`config.mk`:
```
export PLATFORM = sky130hd
export DESIGN_NAME = pipelined_alu_flat
export DESIGN_NICKNAME = d
export VERILOG_FILES = /design/src/rtl/pipelined_alu_if.sv /design/src/rtl/pipelined_alu.sv /design/src/flat_wrapper.sv
export SDC_FILE = /design/constraint.sdc
export NUM_CORES = 1
export LEC_CHECK = 0
export ABC_AREA = 1
export CAP_MARGIN = 20
export CORE_UTILIZATION = 52
export DETAILED_ROUTE_END_ITERATION = 10
export PLACE_DENSITY = 0.88
export SETUP_SLACK_MARGIN = 0.5
export SYNTH_ARGS = -nofsm -noshare
export SYNTH_HDL_FRONTEND = slang
export SYNTH_SLANG_ARGS = --single-unit
```
`constraint.sdc`:
```
create_clock -name clk -period 2.1 [get_ports clk]
set_input_delay 0.42 -clock clk [delete_from_list [all_inputs] [get_ports clk]]
set_output_delay 0.42 -clock clk [all_outputs]
set_load 0.1 [all_outputs]
```
`src/rtl/pipelined_alu_if.sv`:
```
// Operand/result bundle interface for the two-stage pipelined ALU.
// Handshake: a bundle moves across a channel on a rising clk edge where
// valid && ready are both 1. The producer holds valid and its data steady
// until that edge. The consumer may raise or drop ready freely.
// Here in_ready is a combinational function of out_ready.
interface pipelined_alu_if #(
    parameter int WIDTH = 10
);
    logic             in_valid;
    logic             in_ready;
    logic [2:0]       ALU_Control;
    logic [WIDTH-1:0] A;
    logic [WIDTH-1:0] B;
    logic             out_valid;
    logic             out_ready;
    logic [WIDTH-1:0] ALU_output;
    logic [3:0]       flags;

    // Execute stage side: it supplies operands and consumes results.
    modport master (
        output in_valid, ALU_Control, A, B, out_ready,
        input  in_ready, out_valid, ALU_output, flags
    );

    // ALU side.
    modport slave (
        input  in_valid, ALU_Control, A, B, out_ready,
        output in_ready, out_valid, ALU_output, flags
    );
endinterface

```
`src/rtl/pipelined_alu.sv`:
```
// Two-stage pipelined ALU with eight operations and registered {Z,N,C,V} flags.
// Stage 1 captures the operands and the opcode. Stage 2 captures the result and
// the flags. Each stage holds its contents while the stage after it is blocked.
module pipelined_alu #(
    parameter int WIDTH = 10,
    parameter int SHW   = $clog2(WIDTH)
) (
    input  logic            clk,
    input  logic            rst_n,
    pipelined_alu_if.slave  bus
);

    typedef enum logic [2:0] {
        OP_ADD = 3'd0,
        OP_SUB = 3'd1,
        OP_AND = 3'd2,
        OP_OR  = 3'd3,
        OP_XOR = 3'd4,
        OP_SLT = 3'd5,
        OP_SHL = 3'd6,
        OP_SHR = 3'd7
    } alu_op_e;

    // Stage 1 registers
    logic             v1;
    alu_op_e          s1_op;
    logic [WIDTH-1:0] s1_a;
    logic [WIDTH-1:0] s1_b;

    // Stage 2 registers
    logic             v2;
    logic [WIDTH-1:0] s2_res;
    logic [3:0]       s2_flags;

    // Combinational execute results from stage 1 contents
    logic [WIDTH:0]   sum_ext;
    logic [WIDTH:0]   diff_ext;
    logic [SHW-1:0]   shamt;
    logic [WIDTH-1:0] res;
    logic             flag_c;
    logic             flag_v;
    logic             flag_z;
    logic             flag_n;

    logic             s1_adv;
    logic             s2_adv;

    // S2 moves when it is empty or its result is being taken. S1 moves when
    // it is empty or S2 moves. There is no skid buffer, so in_ready follows
    // out_ready combinationally.
    assign s2_adv = !v2 || bus.out_ready;
    assign s1_adv = !v1 || s2_adv;

    assign bus.in_ready   = s1_adv;
    assign bus.out_valid  = v2;
    assign bus.ALU_output = s2_res;
    assign bus.flags      = s2_flags;

    // Compute the result and flags of the bundle held in stage 1.
    always_comb begin
        sum_ext  = {1'b0, s1_a} + {1'b0, s1_b};
        diff_ext = {1'b0, s1_a} - {1'b0, s1_b};
        shamt    = s1_b[SHW-1:0];
        res      = '0;
        flag_c   = 1'b0;
        flag_v   = 1'b0;
        case (s1_op)
            OP_ADD: begin
                res    = sum_ext[WIDTH-1:0];
                flag_c = sum_ext[WIDTH];
                // Overflow occurs when the operand signs agree and the result sign differs.
                flag_v = (s1_a[WIDTH-1] == s1_b[WIDTH-1]) &&
                         (sum_ext[WIDTH-1] != s1_a[WIDTH-1]);
            end
            OP_SUB: begin
                res    = diff_ext[WIDTH-1:0];
                // The extended top bit is set exactly when A < B unsigned (borrow).
                flag_c = diff_ext[WIDTH];
                flag_v = (s1_a[WIDTH-1] != s1_b[WIDTH-1]) &&
                         (diff_ext[WIDTH-1] != s1_a[WIDTH-1]);
            end
            OP_AND: res = s1_a & s1_b;
            OP_OR:  res = s1_a | s1_b;
            OP_XOR: res = s1_a ^ s1_b;
            OP_SLT: res = {{(WIDTH-1){1'b0}}, ($signed(s1_a) < $signed(s1_b))};
            OP_SHL: res = (int'(shamt) >= WIDTH) ? '0 : (s1_a << shamt);
            OP_SHR: res = (int'(shamt) >= WIDTH) ? '0 : (s1_a >> shamt);
            default: res = '0;
        endcase
        flag_z = (res == '0);
        flag_n = res[WIDTH-1];
    end

    // Stage 1 operand register. It captures a new bundle whenever the stage advances.
    always_ff @(posedge clk or negedge rst_n) begin
        if (!rst_n) begin
            v1    <= 1'b0;
            s1_op <= OP_ADD;
            s1_a  <= '0;
            s1_b  <= '0;
        end else if (s1_adv) begin
            v1 <= bus.in_valid;
            if (bus.in_valid) begin
                s1_op <= alu_op_e'(bus.ALU_Control);
                s1_a  <= bus.A;
                s1_b  <= bus.B;
            end
        end
    end

    // Stage 2 result register. The result and the flags always load together.
    always_ff @(posedge clk or negedge rst_n) begin
        if (!rst_n) begin
            v2       <= 1'b0;
            s2_res   <= '0;
            s2_flags <= '0;
        end else if (s2_adv) begin
            v2 <= v1;
            if (v1) begin
                s2_res   <= res;
                s2_flags <= {flag_z, flag_n, flag_c, flag_v};
            end
        end
    end

endmodule

```
`src/flat_wrapper.sv`:
```
// flat-port wrapper written by rule: the top's interface ports become plain ports
module pipelined_alu_flat 
#(
    parameter int WIDTH = 10,
    parameter int SHW   = $clog2(WIDTH)
)
  (clk, rst_n, bus_in_valid, bus_ALU_Control, bus_A, bus_B, bus_out_ready, bus_in_ready, bus_out_valid, bus_ALU_output, bus_flags);
  pipelined_alu_if #(.WIDTH(WIDTH)) bus_i ();
  input  logic clk;
  input  logic rst_n;
  input wire logic [$bits(bus_i.in_valid)-1:0] bus_in_valid;
  input wire logic [$bits(bus_i.ALU_Control)-1:0] bus_ALU_Control;
  input wire logic [$bits(bus_i.A)-1:0] bus_A;
  input wire logic [$bits(bus_i.B)-1:0] bus_B;
  input wire logic [$bits(bus_i.out_ready)-1:0] bus_out_ready;
  output wire logic [$bits(bus_i.in_ready)-1:0] bus_in_ready;
  output wire logic [$bits(bus_i.out_valid)-1:0] bus_out_valid;
  output wire logic [$bits(bus_i.ALU_output)-1:0] bus_ALU_output;
  output wire logic [$bits(bus_i.flags)-1:0] bus_flags;
  assign bus_i.in_valid = bus_in_valid;
  assign bus_i.ALU_Control = bus_ALU_Control;
  assign bus_i.A = bus_A;
  assign bus_i.B = bus_B;
  assign bus_i.out_ready = bus_out_ready;
  assign bus_in_ready = bus_i.in_ready;
  assign bus_out_valid = bus_i.out_valid;
  assign bus_ALU_output = bus_i.ALU_output;
  assign bus_flags = bus_i.flags;
  pipelined_alu #(.WIDTH(WIDTH), .SHW(SHW)) u_core (.clk(clk), .rst_n(rst_n), .bus(bus_i));
endmodule
```
Yosys cells after proc, flatten, opt, wreduce, memory -nomap -nowiden
Cells that the tools add are included.

Register bits: 39. Input port bits: 27. Output and inout port bits: 16. Logic and storage cells: 42.

Add/subtract/negate cells: 2. $lt $le $gt $ge: 2. Equal/unequal tests: 11. Shift operators: 2. Muxes and demuxes: 5. Bitwise gates (word level): 3. Reductions and logical operators: 10.

Operator list (count): $pmux 10 s8 (1); $mux 10 (2); $eq 3x3->1 const B (4); $add 10x10->11 (1); $sub 10x10->11 (1); $and 10x10->10 (1); $logic_not 10->1 (1); $lt 10x10->1 (1); $or 10x10->10 (1); $shl 10x4->10 (1); $shr 10x4->10 (1); $xor 10x10->10 (1); $eq 3x2->1 const B (2); $ge 4x4->1 const B (1); $pmux 1 s2 (2); $reduce_and 2->1 (2); $eq 3x1->1 const B (1); $logic_not 3->1 (1); $ne 1x1->1 (3); $logic_and 1x1->1 (2); $logic_not 1->1 (2); $logic_or 1x1->1 (2); $eq 1x1->1 (1).

Logic depth before layout (Yosys ltp)
Depth after elaboration: 4. Gate-level depth with buffers: 17. Gate-level depth less buffers: 16.

Worst setup path before layout
No wires, ideal clock.

Path type: flip-flop to flip-flop. Start: register u_core.v2 (netlist: u_core.bus.out_valid). End: register u_core.s1_a[9]. Arrival time: 2.979 ns. Data required time: 2.022 ns. Path slack: -0.957 ns. Cell stages (with the launch flop): 7. Path buffers: 2. Cells stage by stage: dfrtp_1 -> nand3_1 -> nand2_1 -> clkbuf_1 -> buf_1 -> nor2_1 -> a21oi_1.

Longest elaborated chain between the ends: 4.

Ends and longest elaborated chain: from (decl) (RTL line pipelined_alu.sv:31) `logic v2;`; from (signal assigned) (RTL line pipelined_alu.sv:118) `v2 <= v1;`; $logic_not 1->1 (RTL line pipelined_alu.sv:51) `assign s2_adv = !v2 || bus.out_ready;`; $logic_or 1x1->1 (RTL line pipelined_alu.sv:51); $logic_or 1x1->1 (RTL line pipelined_alu.sv:52) `assign s1_adv = !v1 || s2_adv;`; via bus_in_ready (RTL line flat_wrapper.sv:16) `output wire logic [$bits(bus_i.in_ready)-1:0] bus_in_ready;`; $reduce_and 2->1 (no source line); to (signal assigned) (RTL line pipelined_alu.sv:105) `s1_a <= bus.A;`; to (decl) (RTL line pipelined_alu.sv:27) `logic [WIDTH-1:0] s1_a;`.

The timed path passes the listed nets, and every way through them passes these cells. A chain may end at the register's enable or synchronous reset.

Worst setup path after layout
Start: register u_core.s1_a[0]. End: register u_core.s2_res[1] (netlist: u_core.bus.ALU_output[1]).

Longest elaborated chain between the ends: 3. Elaborated cells on any way between the ends: 7.

Ends and longest elaborated chain: branches (longest 2 deep; another with $sub 10x10->11); $pmux 10 s8 * (RTL line pipelined_alu.sv:67) `case (s1_op)`; to (signal assigned) (RTL line pipelined_alu.sv:120) `s2_res <= res;`; to (decl) (RTL line pipelined_alu.sv:32) `logic [WIDTH-1:0] s2_res;`.

Every way passes the cells marked *.

==> impl_summary.txt <==
----------------------------------------------------
[Status]
  Run status ... finished, violations left
  Violations in the final reports ... setup timing

[Finish]
  Synth-to-layout area growth ... 52.04%
  Final Cell Area ... 5794 µm²
  Post-layout instance count excluding filler cells ... 845
  Number of nets in the layout ... 808
  Number of diodes added for antenna fixing ... 0
  Share of final-layout standard cells stronger than drive strength 1 ... 0.3858

[Power]
  Power density relative to cell area ... 1042 nW/µm²
  Cell-internal power ... 2890 µW
  Proportion of power drawn by combinational gates ... 0.693
  Leakage power total ... 0.002861 µW
  Switch share ... 0.5215
  Highest ir drop seen on vdd ... 747.6 µV
  Sw power ... 3150 µW
  Part of the total power dissipated in sequential elements ... 0.173
  Portion of total power attributed to the clock network ... 0.134

[Clock network]
  Clock-pin slew of the registers on the worst-case setup and hold paths ... 0.09 ns
  TritonCTS clock tree ... done
  Buffer cell driving the clock tree root ... clkbuf_8
  Number of buffers added by the clock tree synthesis step ... 5
  Clock Path Buffers ... 2
  H-tree Lvls ... 2
  Sink Count ... 38
  Clock latency at the later pin of the worst-skew pair ... 0.30 ns

[STA]
  Final critical-path setup slack ... -0.08345 ns
  Worst slew pin tran ... 0.4225 ns
  Hold Fails Final Rpt ... 0
  Fmax achieved ... 0.4580 GHz
  Clock skew after layout ... 0.007912 ns
  Worst relative slew slack ... 0.7184
  Final total negative setup slack ... -0.1473 ns
  Final worst path period need ... 2.183 ns
  Final Max Tran Viols ... 0
  Number of setup violations in the final report ... 2
  RSZ-0062 raised after global routing ... yes
  Post-route clock period utilization ... 1.040

[Synthesis]
  Post-synthesis average cell area ... 6.127 µm²
  Number of distinct library cells after synthesis ... 37
  Warning count from the yosys run ... 0
  Number of flops mapped to enable cells by yosys ... 0
  Proportion of register bits with asynchronous set or reset after synthesis ... 1.000
  Most instantiated flip-flop cell in the synthesis netlist ... dfrtp_1
  Synth Cell Area ... 3811 µm²
  Post-Syn Instances ... 622
  Syn Nets ... 682
  Proportion of synthesized chip area in sequential cells ... 0.2495
  Count of state elements after synthesis ... 38

[Critical path]
  Required time of the critical path ... 2.33 ns
  List of cells traversed by the critical path ... inv_2 -> ha_4 -> inv_4 -> fa_2 -> nand3_2 -> nand2_2 -> nand3b_1 -> nor2_1 -> nand2_1 -> nand2_2 -> buf_4 -> buf_6 -> buf_6 -> o21ai_2
  Arrival time at the worst endpoint ... 2.42 ns
  Number of buffers and inverters on the critical path ... 5
  Critical path class ... reg2reg
  Cell at the slowest stage of the critical path ... fa_2
  CP Launch Type ... register
  CP max FO ... 3
  Maximum cell stage delay along the critical path ... 0.53 ns
  Type of element capturing the critical path ... register
  Gate family responsible for the most delay along the worst path ... adder cells

[Floorplan]
  Chip Height ... 87.61 µm
  Die area ... 7676 µm²
  Area of the core ... 6944 µm²
  DIE WIDTH ... 87.61 µm
  Starting density of the core ... 0.5488
  Number of core rows ... 30
  Top-level I/O count ... 43

[Route]
  Vias ... 4946
  Detailed-route wire length ... 15400 µm
  Via-to-Cell Ratio ... 5.853
  Number of optimization iterations in the first detailed-route pass ... 6
  Residual antenna-violating net count after detailed routing ... 0
  Count of routing violations after the opening detailed-route iteration ... 499
  DRC errors left ... 0
  Routed wirelength normalized by instance count ... 18.22 µm

[Job]
  Max-Cap Viols ... 0

[GRT]
  Leftover overflow at the end of global routing ... 0
  Number of global-route vias before repair ... 4756
  GRT Overall Usage ... 0.4116
  Pin count of the biggest net entering global routing ... 41
  Initial antenna violation count ... 0
  Wire length of the first global-routing pass ... 23680 µm

[Placed design]
  DP HPWL ... 11340 µm
  Port Buf Inserts ... 42
  Placed cell areas ... 4938 µm²
  Cell count after placement ... 810
  Last weighted congestion value of the routability-driven placer ... 0.9788

[Min path]
  Hold crit path type ... in2async

----------------------------------------------------
[layer usage]
| metal | track usage | vias up | wire length (µm) |
|---|---|---|---|
| met5 | 0 | - | 0 |
| met2 | 0.6896 | 324 | 7336 |
| met1 | 0.5006 | 2299 | 5872 |
| met3 | 0.08294 | 79 | 1344 |
| met4 | 0.2176 | 0 | 843 |
| li1 | - | 2244 | - |
[power by group through the flow]
stage / clock, µW / sequential [µW] / combinational (µW)
2_1_floorplan: 0 / 1740 / 1630
3_3_place_gp: 0 / 1030 / 3360
3_5_place_dp: 0 / 1050 / 3390
4_1_cts: 806 / 1030 / 3810
5_1_grt: 829 / 1060 / 4430
6_report: 809 / 1040 / 4180
[logic make-up after synthesis]
family	after synthesis	share of synthesized area
and+or+nand+nor	380	0.4199
AOI/OAI and AO/OA	76	0.1060
DFF	38	0.2495
xor gates and xnor gates	4	0.009194
adders and majority gates	33	0.1123
buffers and inverters	91	0.1031
[worst register-to-register path: stages (launching register included)]
cell and delay (ns):
dfrtp_1 0.41, inv_2 0.09, ha_4 0.14, inv_4 0.03
fa_2 0.53, nand3_2 0.07, nand2_2 0.09, nand3b_1 0.10
nor2_1 0.05, nand2_1 0.07, nand2_2 0.08, buf_4 0.14
buf_6 0.10, buf_6 0.10, o21ai_2 0.10
[final timing paths]
check | startpoint | to | cells after the start | slack, ns
worst max-delay path | u_core.s1_a[0]$_DFFE_PN0P_ | u_core.bus.ALU_output[1]$_DFFE_PN0P_ | 14 | -0.08
worst min-delay path | rst_n | u_core.s1_op[2]$_DFFE_PN0P_ | 2 | 0.45
worst max register to register | u_core.s1_a[0]$_DFFE_PN0P_ | u_core.bus.ALU_output[1]$_DFFE_PN0P_ | 14 | -0.08
worst min register to register | u_core.bus.flags[1]$_DFFE_PN0P_ | u_core.bus.flags[1]$_DFFE_PN0P_ | 2 | 0.50
max in group asynchronous | rst_n | u_core.bus.out_valid$_DFFE_PN0P_ | 3 | 1.11
min in group clk | u_core.bus.flags[1]$_DFFE_PN0P_ | u_core.bus.flags[1]$_DFFE_PN0P_ | 2 | 0.50
[layout by cell type, fill, tap and decap left out, types with 12 or more instances in the layout]
master           count
a21oi_1             18
a21oi_2             25
buf_4               96
buf_6               14
clkdlybuf4s50_1     24
dfrtp_1             30
ha_1                17
inv_1               39
inv_2               26
nand2_1            173
nand2_2             24
nand3_1             41
nand3_2             24
nand4_1             15
nor2_1              62
nor2_2              12
[cells in the mapped netlist (all sizes together), types with 3 or more instances]
cell type	n	area, µm²
nand2	202	760.7
xor2	3	26.28
o21ai	22	110.1
or2	5	31.29
clkbuf	5	18.77
ha	31	387.9
buf	16	108.9
nand3	68	350.3
inv	69	261.5
nor2	85	331.6
dfrtp	38	950.9
nand4	15	93.84
a21oi	44	220.2
o211ai	4	30.03
[what timing repair did]
action	in CTS	in global routing
endpoints found under the hold margin	3	0
pin swaps	54	35
hold buffers	1	0
resized for setup	97	60
setup endpoints to repair	14	13
setup buffers	20	6
gates cloned	0	0
[layout make-up]
type / count / area, µm²
flip-flops and latches: 38 / 963.4
clock inverters: 2 / 60.06
clock buffers: 6 / 82.58
multi-input cells: 493 / 3088
repair buffers: 140 / 1197
fillers: 453 / 1150
inverters: 70 / 282.8
well taps: 96 / 120.1
[state kept, by name, indices dropped and copies added, names as in the netlist]
| signal | cells |
|---|---|
| u_core.s1_a | 10 |
| u_core.s1_b | 10 |
| u_core.bus.ALU_output | 9 |
| u_core.bus.flags | 4 |
| u_core.s1_op | 3 |
| u_core.bus.out_valid | 1 |
| u_core.v1 | 1 |
[per-stage QoR]
stage | hold WS (ns) | power, µW | utilization | worst slack (ns)
finish | 0.4521 | 6039 | 0.8344 | -0.08345
global route | 0.4776 | 6318 | 0.8344 | -0.2215
CTS | 0.4580 | 5655 | 0.7984 | 0.01232
detailed placement | 0.2328 | 4438 | 0.7112 | -0.06530
global placement | 0.2260 | 4394 | 0.7112 | -0.05394
floorplan | 0.1244 | 3369 | - | 0.2153
Power figures use the tool's default switching activity.
